### src/rtl/dump_pkg.sv
// Shared encodings and defaults for the frame-dump transmit path.
package dump_pkg;

  typedef enum logic [3:0] {
    ST_IDLE,
    ST_HDR0,
    ST_HDR1,
    ST_LENH,
    ST_LENL,
    ST_FETCH,
    ST_DATA,
    ST_CSUM,
    ST_DONE
  } main_st_e;

  typedef enum logic [1:0] {
    S_IDLE,
    ISSUE,
    WAIT_BUSY,
    WAIT_IDLE
  } snd_st_e;

  localparam logic [7:0] DEF_HDR0     = 8'hA5;
  localparam logic [7:0] DEF_HDR1     = 8'h5A;
  localparam int         DEF_BUSY_TMO = 15;

endpackage

### src/rtl/dump_tx_ctrl_if.sv
// Buffer read port plus rsio_01a transmit handshake.
interface dump_tx_ctrl_if #(parameter int ADDR_W = 15);
  logic              buf_rd_en;
  logic [ADDR_W-1:0] buf_rd_addr;
  logic [7:0]        buf_rd_data;
  logic              tx_start;
  logic [7:0]        tx_data;
  logic              tx_status;

  modport master (
    output buf_rd_en, buf_rd_addr, tx_start, tx_data,
    input  buf_rd_data, tx_status
  );

  modport slave (
    input  buf_rd_en, buf_rd_addr, tx_start, tx_data,
    output buf_rd_data, tx_status
  );
endinterface

### src/rtl/rs_byte_sender.sv
// Hands one byte to rsio_01a and reports completion; a transmitter that never
// goes busy is tolerated by timing out and treating the byte as sent.
module rs_byte_sender
  import dump_pkg::*;
#(
  parameter int BUSY_TMO = DEF_BUSY_TMO
) (
  input  logic       rs_clk,
  input  logic       rs_reset_n,
  input  logic       send,
  input  logic [7:0] tx_byte,
  output logic       done,
  output logic       tmo,
  output logic       tx_start,
  output logic [7:0] tx_data,
  input  logic       tx_status
);

  localparam int CW = $clog2(BUSY_TMO + 1);

  snd_st_e       st;
  logic [CW-1:0] cnt;

  always_ff @(posedge rs_clk) begin
    if (!rs_reset_n) begin
      st       <= S_IDLE;
      cnt      <= '0;
      done     <= 1'b0;
      tmo      <= 1'b0;
      tx_start <= 1'b0;
      tx_data  <= 8'h00;
    end else begin
      done     <= 1'b0;
      tmo      <= 1'b0;
      tx_start <= 1'b0;
      case (st)
        S_IDLE: if (send) begin
          tx_data  <= tx_byte;
          tx_start <= 1'b1;
          st       <= ISSUE;
        end
        ISSUE: begin
          cnt <= '0;
          st  <= WAIT_BUSY;
        end
        WAIT_BUSY: begin
          if (tx_status) begin
            st <= WAIT_IDLE;
          end else if (cnt == CW'(BUSY_TMO - 1)) begin
            // transmitter never acknowledged: count the byte as gone
            tmo  <= 1'b1;
            done <= 1'b1;
            st   <= S_IDLE;
          end else begin
            cnt <= cnt + CW'(1);
          end
        end
        WAIT_IDLE: if (!tx_status) begin
          done <= 1'b1;
          st   <= S_IDLE;
        end
        default: st <= S_IDLE;
      endcase
    end
  end

endmodule

### src/rtl/dump_tx_ctrl.sv
// Frame dump sequencer: header, 16-bit length, payload, mod-256 checksum,
// one byte per UART completion.
module dump_tx_ctrl
  import dump_pkg::*;
#(
  parameter int         ADDR_W   = 15,
  parameter logic [7:0] HDR0     = DEF_HDR0,
  parameter logic [7:0] HDR1     = DEF_HDR1,
  parameter int         BUSY_TMO = DEF_BUSY_TMO
) (
  input  logic              rs_clk,
  input  logic              rs_reset_n,
  input  logic              frame_valid,
  input  logic [ADDR_W-1:0] frame_len,
  input  logic              dump_req,
  output logic              dump_busy,
  output logic              dump_done,
  output logic              frame_release,
  output logic              tmo_err,
  dump_tx_ctrl_if.master    bus
);

  main_st_e          st, nxt;
  logic [ADDR_W-1:0] len_r, addr;
  logic [15:0]       len16;
  logic [7:0]        csum, tx_byte, cur_byte;
  logic              send, pend, rd_en, snd_done, snd_tmo;

  assign len16           = 16'(len_r);
  assign bus.buf_rd_en   = rd_en;
  assign bus.buf_rd_addr = addr;

  // Byte to send and the state that follows, for every byte-emitting state.
  always_comb begin
    cur_byte = 8'h00;
    nxt      = ST_IDLE;
    case (st)
      ST_HDR0: begin cur_byte = HDR0;        nxt = ST_HDR1; end
      ST_HDR1: begin cur_byte = HDR1;        nxt = ST_LENH; end
      ST_LENH: begin cur_byte = len16[15:8]; nxt = ST_LENL; end
      ST_LENL: begin
        cur_byte = len16[7:0];
        nxt      = (len_r == '0) ? ST_CSUM : ST_FETCH;
      end
      ST_DATA: begin
        cur_byte = bus.buf_rd_data;
        nxt      = (addr == len_r) ? ST_CSUM : ST_FETCH;
      end
      ST_CSUM: begin cur_byte = csum;        nxt = ST_DONE; end
      default: ;
    endcase
  end

  always_ff @(posedge rs_clk) begin
    if (!rs_reset_n) begin
      st            <= ST_IDLE;
      len_r         <= '0;
      addr          <= '0;
      csum          <= 8'h00;
      tx_byte       <= 8'h00;
      send          <= 1'b0;
      pend          <= 1'b0;
      rd_en         <= 1'b0;
      dump_busy     <= 1'b0;
      dump_done     <= 1'b0;
      frame_release <= 1'b0;
      tmo_err       <= 1'b0;
    end else begin
      send          <= 1'b0;
      rd_en         <= 1'b0;
      dump_done     <= 1'b0;
      frame_release <= 1'b0;
      if (snd_tmo) tmo_err <= 1'b1;
      case (st)
        ST_IDLE: if (dump_req && frame_valid && !bus.tx_status) begin
          len_r     <= frame_len;
          addr      <= '0;
          csum      <= 8'h00;
          tmo_err   <= 1'b0;
          pend      <= 1'b0;
          dump_busy <= 1'b1;
          st        <= ST_HDR0;
        end
        ST_HDR0, ST_HDR1, ST_LENH, ST_LENL, ST_DATA, ST_CSUM: begin
          if (!pend) begin
            // first cycle of DATA is the cycle read data is valid
            send    <= 1'b1;
            tx_byte <= cur_byte;
            pend    <= 1'b1;
            if (st == ST_DATA) begin
              csum <= csum + cur_byte;
              addr <= addr + ADDR_W'(1);
            end
          end else if (snd_done) begin
            pend <= 1'b0;
            st   <= nxt;
            if (nxt == ST_FETCH) rd_en <= 1'b1;
            if (nxt == ST_DONE) begin
              dump_done     <= 1'b1;
              frame_release <= 1'b1;
              dump_busy     <= 1'b0;
            end
          end
        end
        ST_FETCH: st <= ST_DATA;
        ST_DONE:  st <= ST_IDLE;
        default:  st <= ST_IDLE;
      endcase
    end
  end

  rs_byte_sender #(.BUSY_TMO(BUSY_TMO)) u_sender (
    .rs_clk     (rs_clk),
    .rs_reset_n (rs_reset_n),
    .send       (send),
    .tx_byte    (tx_byte),
    .done       (snd_done),
    .tmo        (snd_tmo),
    .tx_start   (bus.tx_start),
    .tx_data    (bus.tx_data),
    .tx_status  (bus.tx_status)
  );

endmodule

### src/flat_wrapper.sv
// flat-port wrapper written by rule: the top's interface ports become plain ports
module dump_tx_ctrl_flat import dump_pkg::*;
#(
  parameter int         ADDR_W   = 15,
  parameter logic [7:0] HDR0     = DEF_HDR0,
  parameter logic [7:0] HDR1     = DEF_HDR1,
  parameter int         BUSY_TMO = DEF_BUSY_TMO
)
  (rs_clk, rs_reset_n, frame_valid, frame_len, dump_req, dump_busy, dump_done, frame_release, tmo_err, bus_buf_rd_en, bus_buf_rd_addr, bus_tx_start, bus_tx_data, bus_buf_rd_data, bus_tx_status);
  dump_tx_ctrl_if #(.ADDR_W(ADDR_W)) bus_i ();
  input  logic rs_clk;
  input  logic rs_reset_n;
  input  logic frame_valid;
  input  logic [ADDR_W-1:0] frame_len;
  input  logic dump_req;
  output logic dump_busy;
  output logic dump_done;
  output logic frame_release;
  output logic tmo_err;
  output wire logic [$bits(bus_i.buf_rd_en)-1:0] bus_buf_rd_en;
  output wire logic [$bits(bus_i.buf_rd_addr)-1:0] bus_buf_rd_addr;
  output wire logic [$bits(bus_i.tx_start)-1:0] bus_tx_start;
  output wire logic [$bits(bus_i.tx_data)-1:0] bus_tx_data;
  input wire logic [$bits(bus_i.buf_rd_data)-1:0] bus_buf_rd_data;
  input wire logic [$bits(bus_i.tx_status)-1:0] bus_tx_status;
  assign bus_buf_rd_en = bus_i.buf_rd_en;
  assign bus_buf_rd_addr = bus_i.buf_rd_addr;
  assign bus_tx_start = bus_i.tx_start;
  assign bus_tx_data = bus_i.tx_data;
  assign bus_i.buf_rd_data = bus_buf_rd_data;
  assign bus_i.tx_status = bus_tx_status;
  dump_tx_ctrl #(.ADDR_W(ADDR_W), .HDR0(HDR0), .HDR1(HDR1), .BUSY_TMO(BUSY_TMO)) u_core (.rs_clk(rs_clk), .rs_reset_n(rs_reset_n), .frame_valid(frame_valid), .frame_len(frame_len), .dump_req(dump_req), .dump_busy(dump_busy), .dump_done(dump_done), .frame_release(frame_release), .tmo_err(tmo_err), .bus(bus_i));
endmodule
### config.mk
export PLATFORM = sky130hd
export DESIGN_NAME = dump_tx_ctrl_flat
export DESIGN_NICKNAME = d
export VERILOG_FILES = /design/src/rtl/dump_pkg.sv /design/src/rtl/dump_tx_ctrl_if.sv /design/src/rtl/rs_byte_sender.sv /design/src/rtl/dump_tx_ctrl.sv /design/src/flat_wrapper.sv
export SDC_FILE = /design/constraint.sdc
export NUM_CORES = 1
export LEC_CHECK = 0
export CAP_MARGIN = 30
export CORE_ASPECT_RATIO = 0.75
export CORE_MARGIN = 2
export CORE_UTILIZATION = 30
export CTS_CLUSTER_SIZE = 10
export DETAILED_ROUTE_END_ITERATION = 6
export PLACE_DENSITY_LB_ADDON = 0.12
export SYNTH_ARGS = -nofsm -noshare
export SYNTH_HDL_FRONTEND = slang
export SYNTH_SLANG_ARGS = --single-unit
### constraint.sdc
create_clock -name rs_clk -period 3.68 [get_ports rs_clk]
set_input_delay 0.736 -clock rs_clk [delete_from_list [all_inputs] [get_ports rs_clk]]
set_output_delay 0.736 -clock rs_clk [all_outputs]
set_load 0.005 [all_outputs]
; After elaboration in Yosys (flattened, before gate mapping)
; Index checks and enable logic that the tools add are counted.
[op_classes]
add_sub_neg = 3
n_eq_ne = 25
reduce_logical = 22
muxes = 44
bitwise_logic = 1
[ops]
columns = op, n
row1 = one-hot mux 8 bit (6 select lines), 1
row2 = 2-to-1 mux 15 bit, 3
row3 = one-hot mux 15 bit (2 select lines), 1
row4 = 2-to-1 mux 8 bit, 3
row5 = one-hot mux 4 bit (6 select lines), 1
row6 = equality test 4 x 3 -> 1 bit (second input constant), 5
row7 = 2-to-1 mux 4 bit, 5
row8 = 2-to-1 mux 1 bit, 17
row9 = one-hot mux 8 bit (2 select lines), 1
row10 = adder 15 x 1 -> 15 bit (second input constant), 1
row11 = equality test 15 bit, 1
row12 = zero test 15 bit, 1
row13 = AND reduction 2 bit, 7
row14 = 2-to-1 mux 2 bit, 6
row15 = one-hot mux 4 bit (3 select lines), 1
row16 = inequality test 2 x 1 -> 1 bit (second input constant), 5
row17 = inequality test 2 bit (second input constant), 5
row18 = AND reduction 3 bit, 3
row19 = adder 8 bit, 1
row20 = equality test 4 x 2 -> 1 bit (second input constant), 2
row21 = equality test 4 bit (second input constant), 2
row22 = one-hot mux 2 bit (4 select lines), 1
row23 = one-hot mux 4 bit (2 select lines), 1
row24 = AND reduction 4 bit, 2
row25 = other kinds (14), 19
[word_totals]
ff_bits = 73
in_bits = 28
word_cells = 112
output_inout_bits = 29

; Longest topological paths before layout
[logic_depth]
depth_word = 8
ltp_mapped = 12
depth_no_buf = 11

; By module
; Synthesis repeated with hierarchy kept, for this count alone.
[unflattened]
cells_unflattened = 443
hier_area_um2 = 3896.2
[modules_own_cells]
columns = module, instances, cells_per_inst, seq_area_each_um2, area_each_um2
row1 = dump_tx_ctrl, 1, 373, 1121.1, 3183.1
row2 = rs_byte_sender, 1, 70, 340.3, 713.2

; Least setup slack after synthesis
; No wires, ideal clock.
[synth_path]
path_type = reg-to-reg
startpoint = register u_core.st[1]
endpoint = register u_core.csum[6]
n_path_buf = 2
arrival_ps = 2455
path_stages_with_launch = 12
period_less_slack_ps = 2577
required_time_ps = 3558
setup_ps = 122
setup_slack_ps = 1103
cell_sequence = dfxtp_1 buf_2 buf_1 mux2i_1 o22ai_1 ha_1 fa_1 a21o_1 a21oi_1 o21ai_0 xnor2_1 o21ai_0
[synth_between]
elab_chain_len = 6
word_cells_on_any_way = 18
classes_between = add/sub (1) / eq/ne (9) / mux (4) / reduce/logical (4)
[synth_lines]
columns = item, line
row1 = from (decl), dump_tx_ctrl.sv:23  ; main_st_e st, nxt;
row2 = from (signal assigned), dump_tx_ctrl.sv:96  ; st <= nxt;
row3 = "equality test 4 x 3 -> 1 bit, or another cell as far along", dump_tx_ctrl.sv:37  ; case (st)
row4 = one-hot mux 8 bit (6 select lines) *, dump_tx_ctrl.sv:37
row5 = net u_core.cur_byte[0], dump_tx_ctrl.sv:26  ; logic [7:0] csum, tx_byte, cur_byte;
row6 = adder 8 bit *, dump_tx_ctrl.sv:91  ; csum <= csum + cur_byte;
row7 = 2-to-1 mux 8 bit *, dump_tx_ctrl.sv:90  ; if (st == ST_DATA) begin
row8 = 2-to-1 mux 8 bit *, dump_tx_ctrl.sv:85  ; if (!pend) begin
row9 = one-hot mux 8 bit (2 select lines) *, dump_tx_ctrl.sv:74  ; case (st)
row10 = to (signal assigned), dump_tx_ctrl.sv:91
row11 = to (decl), dump_tx_ctrl.sv:26
; The timed path passes the listed nets; every way through them passes the cells marked *. The select of a mux whose other input is x is not followed.
; A chain may end at the register's enable or synchronous reset.

; Final worst setup path
[layout_path]
startpoint = register u_core.st[0]
endpoint = register u_core.csum[6]
; The elaborated chain is that of the path after synthesis.

==> out/metrics.yaml <==
status:
  outcome: "completed"
setup_path:
  cp-start-kind: "register"
  critPathCaptureType: "register"
  critPathSlowestCell: "dfxtp_1"
  path_class: "reg -> reg"
  r2r_cells: 11
  worstPathArrival_ns: 3.10
  cp_max_fo: 13
  crit_required_ns: 3.95
  critPathMaxStageDelay_ns: 0.57
  timing.rr.end: "u_core.csum[6]$_SDFFE_PN0P_"
  crit_family: "compound AO/OA/AOI/OAI gates"
  r2r_slack_ns: 0.85
  reg2reg_from: "u_core.st[0]$_SDFFE_PN0P_"
  cp_common_cell: "o21ai_0"
  worstPathCellList: "buf_4 -> nor2_1 -> nand2_1 -> o22ai_1 -> ha_1 -> fa_1 -> a21o_1 -> a21oi_1 -> o21ai_0 -> xnor2_1 -> o21ai_0"
  critPathBufInv: 1
yosys:
  async_reset_ff_share_pct: 0
  yosys_most_used_dff: "dfxtp_1"
  seq_area_frac_synth_pct: 39.8
  synth_edf_count: 0
  synth_nets: 482
  yosysWarningCount: 0
  avgSynthCellArea_um2: 8.28
  synth_cell_types: 47
  synth_area_um2: 3670
  ys_ff_latch: 73
  synth_cells: 443
worst_hold_path:
  holdCritStartpoint: "u_core.tx_byte[5]$_SDFFE_PN0P_"
  holdPathEnd: "u_core.u_sender.tx_data[5]$_SDFFE_PN0P_"
  worstHoldPathType: "reg -> reg"
  hold-path-cell-count: 2
sta:
  finalClockSkew_ns: 0.00735
  finalCriticalPeriod_ns: 2.83
  tns_ns: 0
  hold_viol_final: 0
  fmax_ghz: 0.353
  max_slew_margin_pct: 47.4
  tightest_slew_ns: 0.787
  timing.final.crit_share_pct: 77.0
  rsz0062_at_grt: "false"
  setup_viol: 0
  drv_slew: 0
final_layout:
  nets: 534
  antenna_cells_inserted: 0
  drive_gt1_share_pct: 6.20
  finalInstanceArea_um2: 4710
  synthToLayoutAreaGrowth_pct: 28.3
  fin_util_pct: 40.1
floorplan:
  dieArea_um2: 13100
  core_um2: 11700
  start_util_pct: 31.2
  rows: 34
  die_x_um: 132
  pin_count: 57
  die_y_um: 99.8
power:
  power.leakage_nw: 1.74
  p_seq_share_pct: 43.2
  p_clk_share_pct: 49.6
  p_comb_share_pct: 7.2
  p_int_w: 0.00148
  max-vdd-ir-drop_mv: 0.198
  p_sw_share_pct: 22.5
  p_sw_w: 0.000428
  p_per_area_nw_per_um2: 405
clock_network:
  htreeDepth: 3
  cts_resized: 0
  clkTransAtPathRegs_ns: 0.06
  cts_made_buffers: 9
  cts_setup_buffers: 0
  cts_hold_buf: 0
  cts.path.max_buffers: 2
  tritoncts: "yes"
  cts_root_buffer: "clkbuf_16"
  insertion_delay_ns: 0.34
  cts_sinks: 73
routing:
  drcViolationCount: 0
  vias: 3261
  viasPerCell: 4.93
  dr.pass1.iters: 4
  avgRoutedWirePerCell_um: 15.4
  drtAntennaViolNets: 0
  routed_wl_um: 10200
  drt_iter0_markers: 192
global_routing:
  antenna_found_initial: 0
  grt_pass1_wl_um: 16600
  grt_max_degree: 40
  grt-ovfl-total: 0
  grt_use_total_pct: 16.0
  first_global_vias: 3012
place:
  hpwl_um: 7600
  gp_congestion: 0.877
  placed_cell_area_um2: 4390
  port_buffers: 56
flow_run:
  cap_violations: 0
flip-flops by register name (all words and copies together), names as in the netlist:
name                      flops
u_core.u_sender.done          1
u_core.csum                   8
u_core.u_sender.tx_data       8
u_core.tmo_err                1
u_core.u_sender.tx_start      1
u_core.len_r                 15
u_core.u_sender.cnt           4
u_core.u_sender.tmo           1
u_core.dump_done              1
u_core.st                     4
u_core.pend                   1
u_core.bus.buf_rd_en          1
u_core.send                   1
u_core.u_sender.st            2
u_core.tx_byte                8
u_core.dump_busy              1
u_core.bus.buf_rd_addr       15
layout make-up:
| type | instances | area (µm²) |
|---|---|---|
| Inverter | 3 | 11.3 |
| Tap cell | 162 | 203 |
| Multi-Input combinational cell | 343 | 2080 |
| Clock buffer | 11 | 243 |
| Fill cell | 1231 | 7030 |
| Timing Repair Buffer | 65 | 628 |
| Sequential cell | 73 | 1460 |
| Clock inverter | 5 | 78.8 |
power by group through the flow:
stage	Sequential (W)	Clock, W	Combinational (W)
floorplan	0.000828	0	0.0000877
global placement	0.000839	0	0.000137
detailed placement	0.000839	0	0.000138
CTS	0.000821	0.000971	0.000138
global route	0.000823	0.000997	0.000153
finish	0.000822	0.000945	0.000138
worst reg2reg max path: stages, from the launching register on:
cell	delay (ns)
dfxtp_1	0.57
buf_4	0.29
nor2_1	0.06
nand2_1	0.18
o22ai_1	0.16
ha_1	0.25
fa_1	0.41
a21o_1	0.19
a21oi_1	0.22
o21ai_0	0.15
xnor2_1	0.14
o21ai_0	0.14
worst max-delay path by stage:
stage / start / to / slack [ns] / depth (start not counted)
after global placement: bus_buf_rd_data[3] / u_core.csum[7]$_SDFFE_PN0P_ / 0.54 / 11
after floorplan: u_core.st[1]$_SDFFE_PN0P_ / u_core.csum[6]$_SDFFE_PN0P_ / 1.10 / 11
after detailed placement: bus_buf_rd_data[3] / u_core.csum[7]$_SDFFE_PN0P_ / 0.56 / 11
final: u_core.st[0]$_SDFFE_PN0P_ / u_core.csum[6]$_SDFFE_PN0P_ / 0.85 / 11
after global routing: u_core.st[0]$_SDFFE_PN0P_ / u_core.csum[6]$_SDFFE_PN0P_ / 0.59 / 11
after CTS: u_core.st[3]$_SDFFE_PN0P_ / u_core.csum[7]$_SDFFE_PN0P_ / 0.87 / 9
routing by layer:
layer,vias up,track usage (%),routed length (µm)
li1,1656,-,-
met1,1521,24.7,5610
met2,72,21.5,3980
met3,12,3.98,482
met4,0,4.77,125
met5,-,0,0
Yosys cell counts (all sizes together) (2+ instances only):
| cell type | count | share of area (%) |
|---|---|---|
| dfxtp | 73 | 40 |
| a22oi | 8 | 1.6 |
| or3 | 3 | 0.51 |
| inv | 3 | 0.31 |
| xnor2 | 21 | 5.0 |
| nor4b | 2 | 0.65 |
| nor4 | 10 | 2.5 |
| mux2i | 13 | 3.5 |
| nand2 | 74 | 7.6 |
| nor3 | 7 | 0.95 |
| or2 | 2 | 0.34 |
| buf | 13 | 2.0 |
| xor2 | 14 | 3.3 |
| nand3 | 14 | 1.9 |
| clkbuf | 11 | 1.1 |
| and3 | 4 | 0.68 |
| o211a | 2 | 0.75 |
| a21o | 8 | 1.6 |
| nor2b | 4 | 0.68 |
| a211oi | 3 | 0.61 |
| o21ai | 17 | 2.3 |
| or4 | 2 | 0.41 |
| a21oi | 44 | 6.0 |
| and2 | 5 | 0.85 |
| o22ai | 3 | 0.51 |
| nor2 | 45 | 4.8 |
| a31oi | 2 | 0.34 |
| nand4 | 8 | 1.4 |
| nand2b | 7 | 1.2 |
| ha | 10 | 3.4 |
cells in the final DEF, fill, tap and decap left out, types with 5 or more instances in the layout:
| master | n |
|---|---|
| a21o_1 | 8 |
| a21oi_1 | 44 |
| a22oi_1 | 8 |
| and2_1 | 5 |
| buf_4 | 9 |
| clkbuf_16 | 9 |
| clkdlybuf4s50_1 | 56 |
| dfxtp_1 | 73 |
| ha_1 | 10 |
| mux2i_1 | 13 |
| nand2_1 | 74 |
| nand2b_1 | 7 |
| nand3_1 | 14 |
| nand4_1 | 8 |
| nor2_1 | 44 |
| nor3_1 | 7 |
| nor4_1 | 8 |
| o21ai_0 | 17 |
| xnor2_1 | 21 |
| xor2_1 | 14 |
cell families (layout without fill, tap and decap cells):
family / after synthesis / count (layout) / share of synthesized area, %
AND/OR/NAND/NOR: 190 / 190 / 25.1
AO/OA/AOI/OAI: 93 / 93 / 15.5
flip-flops: 73 / 73 / 39.8
XOR/XNOR: 35 / 35 / 8.36
buffers and inverters: 27 / 84 / 3.41
multiplexers: 14 / 14 / 3.85
adder cells (fa/ha/maj): 11 / 11 / 3.96
through the flow:
stage / instances / hold WS (ns) / power (W) / setup slack (ns)
3_3_place_gp: 646 / 0.447 / 0.000976 / 0.544
2_1_floorplan: 443 / 0.416 / 0.000915 / 1.10
4_1_cts: 662 / 0.454 / 0.00193 / 0.871
5_1_grt: 662 / 0.479 / 0.00197 / 0.587
6_report: 662 / 0.452 / 0.00190 / 0.848
3_5_place_dp: 646 / 0.446 / 0.000976 / 0.561
Note: power is estimated with default switching activity, not from simulation.
